**src/rtl/fetch_stage_if.sv**
```systemverilog
// Fetch-stage bus: instruction-memory request/response, execute redirect and decode handoff.
// master = fetch stage, slave = surrounding memory/execute/decode environment.
interface fetch_stage_if;
    logic        imem_req_valid;
    logic        imem_req_ready;
    logic [31:0] imem_req_addr;
    logic        imem_rsp_valid;
    logic [31:0] imem_rsp_data;
    logic        redirect_valid;
    logic [31:0] redirect_pc;
    logic        d_valid;
    logic        d_ready;
    logic [31:0] d_pc;
    logic [31:0] d_instr;

    modport master (
        output imem_req_valid,
        output imem_req_addr,
        input  imem_req_ready,
        input  imem_rsp_valid,
        input  imem_rsp_data,
        input  redirect_valid,
        input  redirect_pc,
        output d_valid,
        output d_pc,
        output d_instr,
        input  d_ready
    );

    modport slave (
        input  imem_req_valid,
        input  imem_req_addr,
        output imem_req_ready,
        output imem_rsp_valid,
        output imem_rsp_data,
        output redirect_valid,
        output redirect_pc,
        input  d_valid,
        input  d_pc,
        input  d_instr,
        output d_ready
    );
endinterface

```
**src/rtl/fetch_stage.sv**
```systemverilog
// Generic FIFO with flush and occupancy count; head readable the cycle after push.
// No internal backpressure: the owner must never push when full or pop when empty.
module fetch_fifo #(
    parameter  int WIDTH = 32,
    parameter  int DEPTH = 2,
    localparam int CNT_W = $clog2(DEPTH + 1),
    localparam int PTR_W = (DEPTH > 1) ? $clog2(DEPTH) : 1
) (
    input  logic             clk,
    input  logic             rst,
    input  logic             flush,
    input  logic             push_vld,
    input  logic [WIDTH-1:0] push_dat,
    input  logic             pop_vld,
    output logic [WIDTH-1:0] head_dat,
    output logic             empty,
    output logic [CNT_W-1:0] count
);
    logic [WIDTH-1:0] mem_q [DEPTH];
    logic [WIDTH-1:0] mem_d [DEPTH];
    logic [PTR_W-1:0] wr_ptr_q, wr_ptr_d;
    logic [PTR_W-1:0] rd_ptr_q, rd_ptr_d;
    logic [CNT_W-1:0] count_q, count_d;

    function automatic logic [PTR_W-1:0] ptr_inc(input logic [PTR_W-1:0] p);
        return (p == PTR_W'(DEPTH - 1)) ? '0 : p + PTR_W'(1);
    endfunction

    always_comb begin
        mem_d    = mem_q;
        wr_ptr_d = wr_ptr_q;
        rd_ptr_d = rd_ptr_q;
        count_d  = count_q;
        if (flush) begin
            wr_ptr_d = '0;
            rd_ptr_d = '0;
            count_d  = '0;
        end else begin
            if (push_vld) begin
                mem_d[wr_ptr_q] = push_dat;
                wr_ptr_d        = ptr_inc(wr_ptr_q);
            end
            if (pop_vld) begin
                rd_ptr_d = ptr_inc(rd_ptr_q);
            end
            count_d = count_q + CNT_W'(push_vld) - CNT_W'(pop_vld);
        end
    end

    always_ff @(posedge clk or posedge rst) begin
        if (rst) begin
            for (int i = 0; i < DEPTH; i++) begin
                mem_q[i] <= '0;
            end
            wr_ptr_q <= '0;
            rd_ptr_q <= '0;
            count_q  <= '0;
        end else begin
            mem_q    <= mem_d;
            wr_ptr_q <= wr_ptr_d;
            rd_ptr_q <= rd_ptr_d;
            count_q  <= count_d;
        end
    end

    assign head_dat = mem_q[rd_ptr_q];
    assign empty    = (count_q == '0);
    assign count    = count_q;

    overflow_chk: assert property (@(posedge clk) disable iff (rst)
        !(push_vld && !pop_vld && !flush && count_q == CNT_W'(DEPTH)));
    underflow_chk: assert property (@(posedge clk) disable iff (rst)
        !(pop_vld && !flush && count_q == '0));
endmodule

// Fetch stage: PC owner issuing word requests and tagging responses with their PC for decode.
// Response-to-decode latency 1 cycle; requests are credit-limited by in-flight plus buffered <= DEPTH.
module fetch_stage #(
    parameter logic [31:0] RESET_PC = 32'h0000_0000,
    parameter int          DEPTH    = 2
) (
    input  logic          clk,
    input  logic          rst,
    fetch_stage_if.master bus
);
    localparam int              CNT_W   = $clog2(DEPTH + 1);
    localparam logic [CNT_W:0]  DEPTH_C = (CNT_W + 1)'(DEPTH);

    typedef struct packed {
        logic [31:0] pc;
        logic [31:0] instr;
    } fetch_pkt_t;

    logic [31:0]      pc_q, pc_d;
    logic [CNT_W-1:0] inflight_q, inflight_d;
    logic [CNT_W-1:0] drop_q, drop_d;

    logic             credit_ok;
    logic             req_fire;
    logic             rsp_keep;
    logic             d_fire;

    logic [31:0]      pcq_head;
    logic             pcq_empty;
    logic [CNT_W-1:0] pcq_count;

    fetch_pkt_t       ofifo_in;
    fetch_pkt_t       ofifo_head;
    logic             ofifo_empty;
    logic [CNT_W-1:0] ofifo_count;

    // Credit counts only current occupancy, so a same-cycle pop does not free a slot early.
    assign credit_ok = ({1'b0, inflight_q} + {1'b0, ofifo_count}) < DEPTH_C;

    assign bus.imem_req_valid = !rst && !bus.redirect_valid && credit_ok;
    assign bus.imem_req_addr  = pc_q;
    assign req_fire           = bus.imem_req_valid && bus.imem_req_ready;

    assign rsp_keep = bus.imem_rsp_valid && !bus.redirect_valid && (drop_q == '0);
    assign ofifo_in = {pcq_head, bus.imem_rsp_data};

    assign bus.d_valid = !ofifo_empty && !bus.redirect_valid;
    assign bus.d_pc    = ofifo_head.pc;
    assign bus.d_instr = ofifo_head.instr;
    assign d_fire      = bus.d_valid && bus.d_ready;

    always_comb begin
        pc_d       = pc_q;
        drop_d     = drop_q;
        inflight_d = inflight_q + CNT_W'(req_fire) - CNT_W'(bus.imem_rsp_valid);
        if (bus.redirect_valid) begin
            pc_d   = bus.redirect_pc & 32'hFFFF_FFFC;
            // Everything still outstanding after this cycle belongs to the old path.
            drop_d = inflight_q - CNT_W'(bus.imem_rsp_valid);
        end else begin
            if (req_fire) begin
                pc_d = pc_q + 32'd4;
            end
            if (bus.imem_rsp_valid && drop_q != '0) begin
                drop_d = drop_q - CNT_W'(1);
            end
        end
    end

    always_ff @(posedge clk or posedge rst) begin
        if (rst) begin
            pc_q       <= RESET_PC;
            inflight_q <= '0;
            drop_q     <= '0;
        end else begin
            pc_q       <= pc_d;
            inflight_q <= inflight_d;
            drop_q     <= drop_d;
        end
    end

    // Addresses of accepted requests; the queue is never flushed since every request gets a response.
    fetch_fifo #(.WIDTH(32), .DEPTH(DEPTH)) u_pc_queue (
        .clk      (clk),
        .rst      (rst),
        .flush    (1'b0),
        .push_vld (req_fire),
        .push_dat (pc_q),
        .pop_vld  (bus.imem_rsp_valid),
        .head_dat (pcq_head),
        .empty    (pcq_empty),
        .count    (pcq_count)
    );

    fetch_fifo #(.WIDTH($bits(fetch_pkt_t)), .DEPTH(DEPTH)) u_out_fifo (
        .clk      (clk),
        .rst      (rst),
        .flush    (bus.redirect_valid),
        .push_vld (rsp_keep),
        .push_dat (ofifo_in),
        .pop_vld  (d_fire),
        .head_dat (ofifo_head),
        .empty    (ofifo_empty),
        .count    (ofifo_count)
    );

    pcq_tracks_inflight: assert property (@(posedge clk) disable iff (rst)
        pcq_count == inflight_q);
    rsp_has_request: assert property (@(posedge clk) disable iff (rst)
        bus.imem_rsp_valid |-> !pcq_empty);
    drop_bounded: assert property (@(posedge clk) disable iff (rst)
        drop_q <= inflight_q);
endmodule
```
**src/flat_wrapper.sv**
```systemverilog
// flat-port wrapper written by rule: the top's interface ports become plain ports
module fetch_stage_flat 
#(
    parameter logic [31:0] RESET_PC = 32'h0000_0000,
    parameter int          DEPTH    = 2
)
  (clk, rst, bus_imem_req_valid, bus_imem_req_addr, bus_imem_req_ready, bus_imem_rsp_valid, bus_imem_rsp_data, bus_redirect_valid, bus_redirect_pc, bus_d_valid, bus_d_pc, bus_d_instr, bus_d_ready);
  fetch_stage_if bus_i ();
  input  logic clk;
  input  logic rst;
  output wire logic [$bits(bus_i.imem_req_valid)-1:0] bus_imem_req_valid;
  output wire logic [$bits(bus_i.imem_req_addr)-1:0] bus_imem_req_addr;
  input wire logic [$bits(bus_i.imem_req_ready)-1:0] bus_imem_req_ready;
  input wire logic [$bits(bus_i.imem_rsp_valid)-1:0] bus_imem_rsp_valid;
  input wire logic [$bits(bus_i.imem_rsp_data)-1:0] bus_imem_rsp_data;
  input wire logic [$bits(bus_i.redirect_valid)-1:0] bus_redirect_valid;
  input wire logic [$bits(bus_i.redirect_pc)-1:0] bus_redirect_pc;
  output wire logic [$bits(bus_i.d_valid)-1:0] bus_d_valid;
  output wire logic [$bits(bus_i.d_pc)-1:0] bus_d_pc;
  output wire logic [$bits(bus_i.d_instr)-1:0] bus_d_instr;
  input wire logic [$bits(bus_i.d_ready)-1:0] bus_d_ready;
  assign bus_imem_req_valid = bus_i.imem_req_valid;
  assign bus_imem_req_addr = bus_i.imem_req_addr;
  assign bus_i.imem_req_ready = bus_imem_req_ready;
  assign bus_i.imem_rsp_valid = bus_imem_rsp_valid;
  assign bus_i.imem_rsp_data = bus_imem_rsp_data;
  assign bus_i.redirect_valid = bus_redirect_valid;
  assign bus_i.redirect_pc = bus_redirect_pc;
  assign bus_d_valid = bus_i.d_valid;
  assign bus_d_pc = bus_i.d_pc;
  assign bus_d_instr = bus_i.d_instr;
  assign bus_i.d_ready = bus_d_ready;
  fetch_stage #(.RESET_PC(RESET_PC), .DEPTH(DEPTH)) u_core (.clk(clk), .rst(rst), .bus(bus_i));
endmodule
```
**config.mk**
```make
export PLATFORM = sky130hd
export DESIGN_NAME = fetch_stage_flat
export DESIGN_NICKNAME = d
export VERILOG_FILES = /design/src/rtl/fetch_stage_if.sv /design/src/rtl/fetch_stage.sv /design/src/flat_wrapper.sv
export SDC_FILE = /design/constraint.sdc
export NUM_CORES = 1
export LEC_CHECK = 0
export BUFFER_PORTS_ARGS = -buffer_cell sky130_fd_sc_hd__buf_2
export CORE_AREA = 2 2 116 230
export CTS_CLUSTER_DIAMETER = 30
export DETAILED_ROUTE_END_ITERATION = 7
export DIE_AREA = 0 0 118 232
export GPL_TIMING_DRIVEN = 0
export PLACE_DENSITY = 0.57
export SYNTH_ARGS = -nofsm -noshare
export SYNTH_HDL_FRONTEND = slang
export SYNTH_SLANG_ARGS = --single-unit
```
**constraint.sdc**
```tcl
create_clock -name clk -period 7.42 [get_ports clk]
set_input_delay 0.371 -clock clk [delete_from_list [all_inputs] [get_ports clk]]
set_output_delay 0.371 -clock clk [all_outputs]
set_load 0.01 [all_outputs]
```
==> qor.txt, run 1 <==
wire length on met1: 9.97 mm
final period utilization: 44.3%
Placer Congestion: 0.886
diodes inserted: 0
final wirelength: 26.5 mm
drc violations: 0
Yosys top cell area share: 55.4%
initial antenna violation count: 0
Die Width: 118 um
Filler cells: 2431
height of the die: 232 um
Crit path top cell by count: clkbuf_1
# rows: 83
core area: 25700 um2
Cells after DPL: 1364
Logic pwr share: 30.0%
Least-Margin Pin Slew: 0.885 ns
Clock Pin Slew Worst Setup and Hold Paths: 0.06 ns
TritonRoute pass-1 iters: 5
PwrDens: 398 nW/um2
CP cell instances: and2_1, fa_1, nor4_2, nand2_1, inv_1, nand2b_1, clkbuf_1, clkbuf_1, mux2_2
Hold Startpoint: bus_redirect_pc[3]
worst path required time: 7.86 ns
vias in the first global route: 7812
FF-to-FF path depth: 9
synth top area cells: dfrtp_1 (55%), mux2_2 (20%), mux2i_1 (3.4%), nand2_1 (3.2%), o21ai_0 (2.9%)
share of cells above drive strength 1: 37.4%
metal2 WL: 14.4 mm
worst-case clock buffer depth: 3
Fmax: 0.304 GHz
Highest Signal Layer: met4
crit end category: register
met3 WL: 1.12 mm
ys async rst share: 100%
Leakage: 5.82 nW
Post-synth EDFFs: 0
first-pass GRT wire length: 42.8 mm
final layout net count: 1136
TritonCTS sink count: 224
Seq. cell area: 5610 um2
reg-to-reg endpoint: u_core.u_pc_queue.mem_q[49]$_DFFE_PP0P_
Post-Layout Cell Count: 1421
switch share: 31.6%
count of unique library cells instantiated by Yosys: 51
min Tclk post-route: 3.29 ns
port buffer count: 160
Worst slew margin: 41.0%
Starting Density: 39.4%
Root Buffer: clkbuf_16
Peak VDD IR: 0.170 mV
Vias: 7338
crit path launch type: register
# IOs: 168
GRT Residual Overflow: 0
clk_skew: 0.00928 ns
largest net degree at the start of global routing: 125
Syn Inst Count: 860
fin. max-slew vios: 0
per-cell routed wire length: 18.6 um
Critical R2R Launch: u_core.u_out_fifo.count[0]$_DFF_PP0_
CP Class: reg -> reg
number of max-cap violations: 0
Seq/Total Area, Yosys: 55.4%
top cell type by total area after synthesis: dfrtp_1
drt via density: 5.16
CTS tree: yes
predominant post-synthesis flop cell: dfrtp_1
postcts setup bufs: 0
synthesized area: 10100 um2
RSZ-0062 raised after global routing: false
Hold Vio Cnt, Final: 0
HPWL Detailed: 19.2 mm
Clock Power Share: 30.2%
Hold EP: u_core.bus.imem_req_addr[3]$_DFFE_PP0P_
CTS Buf Count: 31
Area Growth Syn to Fin: 23.2%
Warnings, synthesis: 0
Post-Syn Area per Cell: 11.8 um2
internal power: 0.00339 W
Slowest cell on crit path: nor4_2
Worst Hold Path Cells: 3
Hold/Removal Path Class: in -> reg
sequential share of power: 39.8%
hold slack: 0.0220 ns
result of the run: finished clean
H-tree levels: 1
worst reg-to-reg setup slack: 4.13 ns
Routed Antenna Nets: 0
Worst-Skew Late Latency: 0.56 ns
Psw: 0.00156 W
synthesized flop and latch total: 224
CP Data Arrival Time: 3.73 ns
Global Route Usage Sum: 19.8%
crit path max fanout: 10
largest stage delay on the critical path: 0.64 ns
area of the multi-input gates: 4220 um2
total die area: 27400 um2
final setup fails: 0
initial DRC count: 433
-- critical path: cells and delay by family (launching register included) --
kind | cells | cell delay [ns]
and+or+nand+nor | 4 | 1.08
adders and majority gates | 1 | 0.44
buffers and inverters | 3 | 0.87
DFF | 1 | 0.39
muxes | 1 | 0.37
-- flip-flops by register name, summed over array words and instances, names as in the netlist --
register / count
u_core.u_pc_queue.rd_ptr_q: 1
u_core.drop_q: 2
u_core.u_out_fifo.mem_q: 124
u_core.u_pc_queue.wr_ptr_q: 1
u_core.u_out_fifo.rd_ptr_q: 1
u_core.u_out_fifo.count: 2
u_core.u_pc_queue.mem_q: 60
u_core.bus.imem_req_addr: 30
u_core.inflight_q: 2
u_core.u_out_fifo.wr_ptr_q: 1
-- placed cells by master (no fill, tap or decap), types with 4 or more instances in the layout --
cell type | synthesis | final
clkbuf_16 | 0 | 31
conb_1 | 1 | 4
clkbuf_8 | 0 | 4
nand4_1 | 12 | 12
nand2_1 | 85 | 85
clkbuf_1 | 53 | 56
mux2_2 | 177 | 177
o21ai_0 | 58 | 58
nand2b_1 | 5 | 5
a21oi_1 | 39 | 39
nor2b_1 | 5 | 5
xnor2_1 | 5 | 5
nor2_1 | 52 | 52
nor3_1 | 5 | 5
ha_1 | 6 | 6
inv_8 | 0 | 4
inv_1 | 13 | 12
o211ai_1 | 5 | 5
buf_2 | 3 | 163
a31oi_1 | 6 | 6
dfrtp_1 | 224 | 224
inv_6 | 0 | 4
o311ai_0 | 9 | 9
nand3_1 | 12 | 12
buf_4 | 4 | 4
nor4_1 | 6 | 6
mux2i_1 | 34 | 34
-- cell type report --
class                           instances  area share (%)
Multi-Input combinational cell        564            33.8
Buffer                                 62            2.02
Tap cell                              340            3.42
Clock buffer                           38            6.76
Sequential cell                       224            45.0
Inverter                               13           0.452
Timing Repair Buffer                  163            6.81
Clock inverter                         17            1.68
-- kinds of logic after synthesis --
logic type                 synth area share, %
AOI/OAI and AO/OA                         7.59
xor gates and xnor gates                 0.693
adders and majority gates                0.941
buffers and inverters                     2.97
DFF                                       55.4
muxes                                     23.2
other                                   0.0371
and+or+nand+nor                           9.13
-- power groups by stage --
stage,Combinational (W),Clock (W),Sequential (W)
3_3_place_gp,0.00149,0,0.00197
4_1_cts,0.00152,0.00153,0.00197
2_1_floorplan,0.00105,0,0.00192
5_1_grt,0.00165,0.00159,0.00204
3_5_place_dp,0.00151,0,0.00200
6_report,0.00149,0.00150,0.00197
-- synthesized netlist by cell type (all sizes together), types with 2 or more instances --
master  instances
a31oi           6
a21oi          39
nand3          13
buf             9
nand3b          2
and2            3
mux2          178
nand4          12
nor2           52
nor4            7
o211ai          5
or3             3
nor2b           5
a21o            2
xnor2           5
a221o           2
inv            13
mux2i          34
dfrtp         224
nor3            5
or4             2
ha              6
xor2            3
a22oi           2
clkbuf         53
o21ai          58
o311ai         10
and3            3
nand2b          5
nand2          85
-- how the worst max path moves through the flow --
| stage | start | to | cells past startpoint |
|---|---|---|---|
| after detailed placement | bus_redirect_valid | u_core.u_out_fifo.mem_q[103]$_DFFE_PP0P_ | 8 |
| after floorplan | rst | u_core.bus.imem_req_addr[10]$_DFFE_PP0P_ | 1 |
| after CTS | u_core.drop_q[0]$_DFFE_PP0P_ | u_core.u_out_fifo.mem_q[103]$_DFFE_PP0P_ | 10 |
| after global routing | u_core.drop_q[0]$_DFFE_PP0P_ | u_core.u_out_fifo.mem_q[118]$_DFFE_PP0P_ | 10 |
| after global placement | rst | u_core.u_out_fifo.mem_q[24]$_DFFE_PP0P_ | 2 |
| final | u_core.u_out_fifo.count[0]$_DFF_PP0_ | u_core.u_pc_queue.mem_q[49]$_DFFE_PP0P_ | 9 |
-- routing by layer --
metal / up-vias / GRT usage, %
li1: 3454 / -
met1: 3599 / 22.0
met2: 225 / 37.4
met3: 60 / 2.41
met4: 0 / 8.73
met5: - / 0
-- through the flow --
| step | area (um2) | utilization [%] | worst slack (ns) | total power, W | setup TNS, ns |
|---|---|---|---|---|---|
| 3_3_place_gp | 11300 | 44.2 | -1.85 | 0.00346 | -405.44 |
| 6_report | 12500 | 48.5 | 4.13 | 0.00495 | 0 |
| 4_1_cts | 12500 | 48.5 | 4.05 | 0.00503 | 0 |
| 2_1_floorplan | 10100 | - | 0.915 | 0.00297 | 0 |
| 3_5_place_dp | 11400 | 44.4 | 4.07 | 0.00351 | 0 |
| 5_1_grt | 12500 | 48.5 | 3.91 | 0.00527 | 0 |
-- timing repair --
action	in CTS	in global routing
resized for setup	0	0
hold endpoints to repair	49	0
hold buffers	2	0
Power figures use the tool's default switching activity.
==> run 2, diff against run 1 <==
--- a/config.mk
+++ b/config.mk
@@ -5,11 +5,12 @@
 export SDC_FILE = /design/constraint.sdc
 export NUM_CORES = 1
 export LEC_CHECK = 0
+export ABC_AREA = 1
 export BUFFER_PORTS_ARGS = -buffer_cell sky130_fd_sc_hd__buf_2
-export CORE_AREA = 2 2 116 230
+export CORE_AREA = 2 2 119 236
 export CTS_CLUSTER_DIAMETER = 30
 export DETAILED_ROUTE_END_ITERATION = 7
-export DIE_AREA = 0 0 118 232
+export DIE_AREA = 0 0 121 238
 export GPL_TIMING_DRIVEN = 0
 export PLACE_DENSITY = 0.57
 export SYNTH_ARGS = -nofsm -noshare
==> constraint.sdc (replaced) <==
create_clock -name clk -period 3.22 [get_ports clk]
set_input_delay 0.161 -clock clk [delete_from_list [all_inputs] [get_ports clk]]
set_output_delay 0.161 -clock clk [all_outputs]
set_load 0.01 [all_outputs]
==> qor.txt, run 2 <==
Clock Pin Slew Worst Setup and Hold Paths: 0.05 ns
final layout net count: 1656
worst path required time: 3.06 ns
diodes inserted: 0
core area: 26900 um2
Starting Density: 39.6%
HPWL Detailed: 22.3 mm
pre-CTS WS: 0.800 ns
setup TNS: 0 ns
first-pass GRT wire length: 49.8 mm
Biggest register: u_core.u_out_fifo.mem_q
Seq/Total Area, Yosys: 52.6%
H-tree levels: 2
TritonCTS sink count: 224
crit end category: output pin
Post-Syn Area per Cell: 8.15 um2
Area Growth Syn to Fin: 30.9%
count of unique library cells instantiated by Yosys: 33
CTS tree: yes
Post-synth EDFFs: 0
PwrDens: 863 nW/um2
synthesized area: 10700 um2
GRT Residual Overflow: 0
Hold Vio Cnt, Final: 0
synthesized flop and latch total: 224
CP Class: reg -> out
Fmax: 0.386 GHz
Root Buffer: clkbuf_16
CP Data Arrival Time: 2.43 ns
synth top area cells: dfrtp_1 (53%), nand2_1 (18%), o21ai_0 (8.4%), inv_1 (4.5%), mux2_2 (3.2%)
Routed Antenna Nets: 0
Hold/Removal Path Class: in -> reg
count leader, synth: nand2_1
initial DRC count: 447
Vias: 9347
TritonRoute pass-1 iters: 5
Worst-Skew Late Latency: 0.51 ns
largest net degree at the start of global routing: 42
# resized after CTS: 0
commonest cells in the netlist: nand2_1 (512), dfrtp_1 (224), o21ai_0 (179)
initial antenna violation count: 0
Leakage: 6.99 nW
min Tclk post-route: 2.59 ns
top cell type by total area after synthesis: dfrtp_1
RSZ-0062 raised after global routing: false
commonest non-fill, non-tap cell in the layout: nand2_1
Final Total Pwr: 0.0120 W
drt via density: 4.80
result of the run: finished clean
Worst slew margin: 52.0%
Warnings, synthesis: 0
height of the die: 238 um
crit path launch type: register
Peak VDD IR: 0.376 mV
number of max-cap violations: 0
commonest cells after routing, fill and taps aside: nand2_1 (512), dfrtp_1 (224), o21ai_0 (179)
clk_skew: 0.0187 ns
final period utilization: 80.4%
fin. max-slew vios: 0
per-cell routed wire length: 15.8 um
predominant post-synthesis flop cell: dfrtp_1
Yosys top cell area share: 52.6%
Placer Congestion: 0.897
Largest register FFs: 124
worst-case clock buffer depth: 3
# rows: 85
CTS Buf Count: 34
post-layout util: 51.9%
hold slack: 0.0544 ns
share of cells above drive strength 1: 21.0%
port buffer count: 161
final setup fails: 0
Global Route Usage Sum: 21.9%
final setup margin: 0.630 ns
total die area: 28800 um2
final wirelength: 30.7 mm
drc violations: 0
crit path max fanout: 10
ys async rst share: 100%
Syn Inst Count: 1309
Least-Margin Pin Slew: 0.720 ns
vias in the first global route: 9483
Die Width: 121 um
# IOs: 168
run 2: cell count changes after synthesis, sizes merged, moves of 10 or more:
cell | previous run | this run
nand2 | 85 | 515
o21ai | 58 | 210
mux2 | 178 | 30
inv | 13 | 132
nand3 | 13 | 52
a21oi | 39 | 4
mux2i | 34 | 0
buf | 9 | 35
clkbuf | 53 | 32
nand4 | 12 | 2
run 2: critical path, stage by stage, from the launching register on:
cell and delay (ns):
dfrtp_1 0.32, clkbuf_1 0.37, buf_2 0.35, clkbuf_1 0.44, nand2_1 0.08, o21ai_0 0.16
buf_2 0.20
run 2: final timing paths:
check / slack, ns / start / depth (start not counted) / end
setup reg to reg: 0.80 / u_core.u_out_fifo.count[0]$_DFF_PP0_ / 10 / u_core.bus.imem_req_addr[31]$_DFFE_PP0P_
min in group asynchronous: 0.28 / rst / 3 / u_core.u_out_fifo.mem_q[93]$_DFFE_PP0P_
max in group asynchronous: 1.85 / rst / 6 / u_core.u_out_fifo.mem_q[119]$_DFFE_PP0P_
hold reg to reg: 0.47 / u_core.u_out_fifo.mem_q[14]$_DFFE_PP0P_ / 2 / u_core.u_out_fifo.mem_q[14]$_DFFE_PP0P_
setup / recovery: 0.63 / u_core.u_out_fifo.rd_ptr_q$_DFFE_PP0P_ / 6 / bus_d_pc[6]
hold / removal: 0.05 / bus_d_ready / 3 / u_core.u_out_fifo.rd_ptr_q$_DFFE_PP0P_
run 2: cell type report:
| type | count | area (um2) |
|---|---|---|
| buffer | 67 | 383 |
| clock buffer | 42 | 995 |
| clock inverter | 16 | 248 |
| fill | 2669 | 12900 |
| inverter | 132 | 502 |
| multi-input combinational | 889 | 4220 |
| sequential | 224 | 5610 |
| tap | 348 | 435 |
| timing repair buffer | 231 | 1570 |
run 2: per-layer routing:
layer | vias to the layer above | GRT usage [%] | part of all wire (%)
met3 | 71 | 2.70 | 3.8
met2 | 237 | 40.3 | 53
met1 | 4392 | 24.8 | 39
met5 | - | 0 | 0
li1 | 4647 | - | -
met4 | 0 | 10.1 | 4.5
run 2: timing repair:
item / 4_1_cts / 5_1_grt
hold endpoints to repair: 119 / 0
setup buffers: 0 / 0
hold buffers: 64 / 0
setup endpoints to repair: 0 / 0
run 2: report_power, final:
part	total (W)	switching [W]	internal (W)	leakage, nW
logic	0.00354	0.00210	0.00144	3.51
registers	0.00450	0.000560	0.00394	2.88
clock network	0.00400	0.00133	0.00267	0.602
run 2: logic make-up (layout without fill, tap and decap cells):
family,Yosys count,count (layout),synth area share [%]
other,1,4,0.0352
AO/OA/AOI/OAI,222,222,11.7
XOR/XNOR,7,7,0.575
multiplexers,30,30,3.17
AND/OR/NAND/NOR,619,619,23.1
flip-flops,224,224,52.6
buffers and inverters,199,488,8.06
adder cells (fa/ha/maj),7,7,0.892
run 2: metrics by stage:
stage	instance area, um2	instances
after detailed placement	12100	1827
after floorplan	10700	1312
after global placement	12000	1821
after CTS	14000	1949
final	14000	1949
after global routing	14000	1949
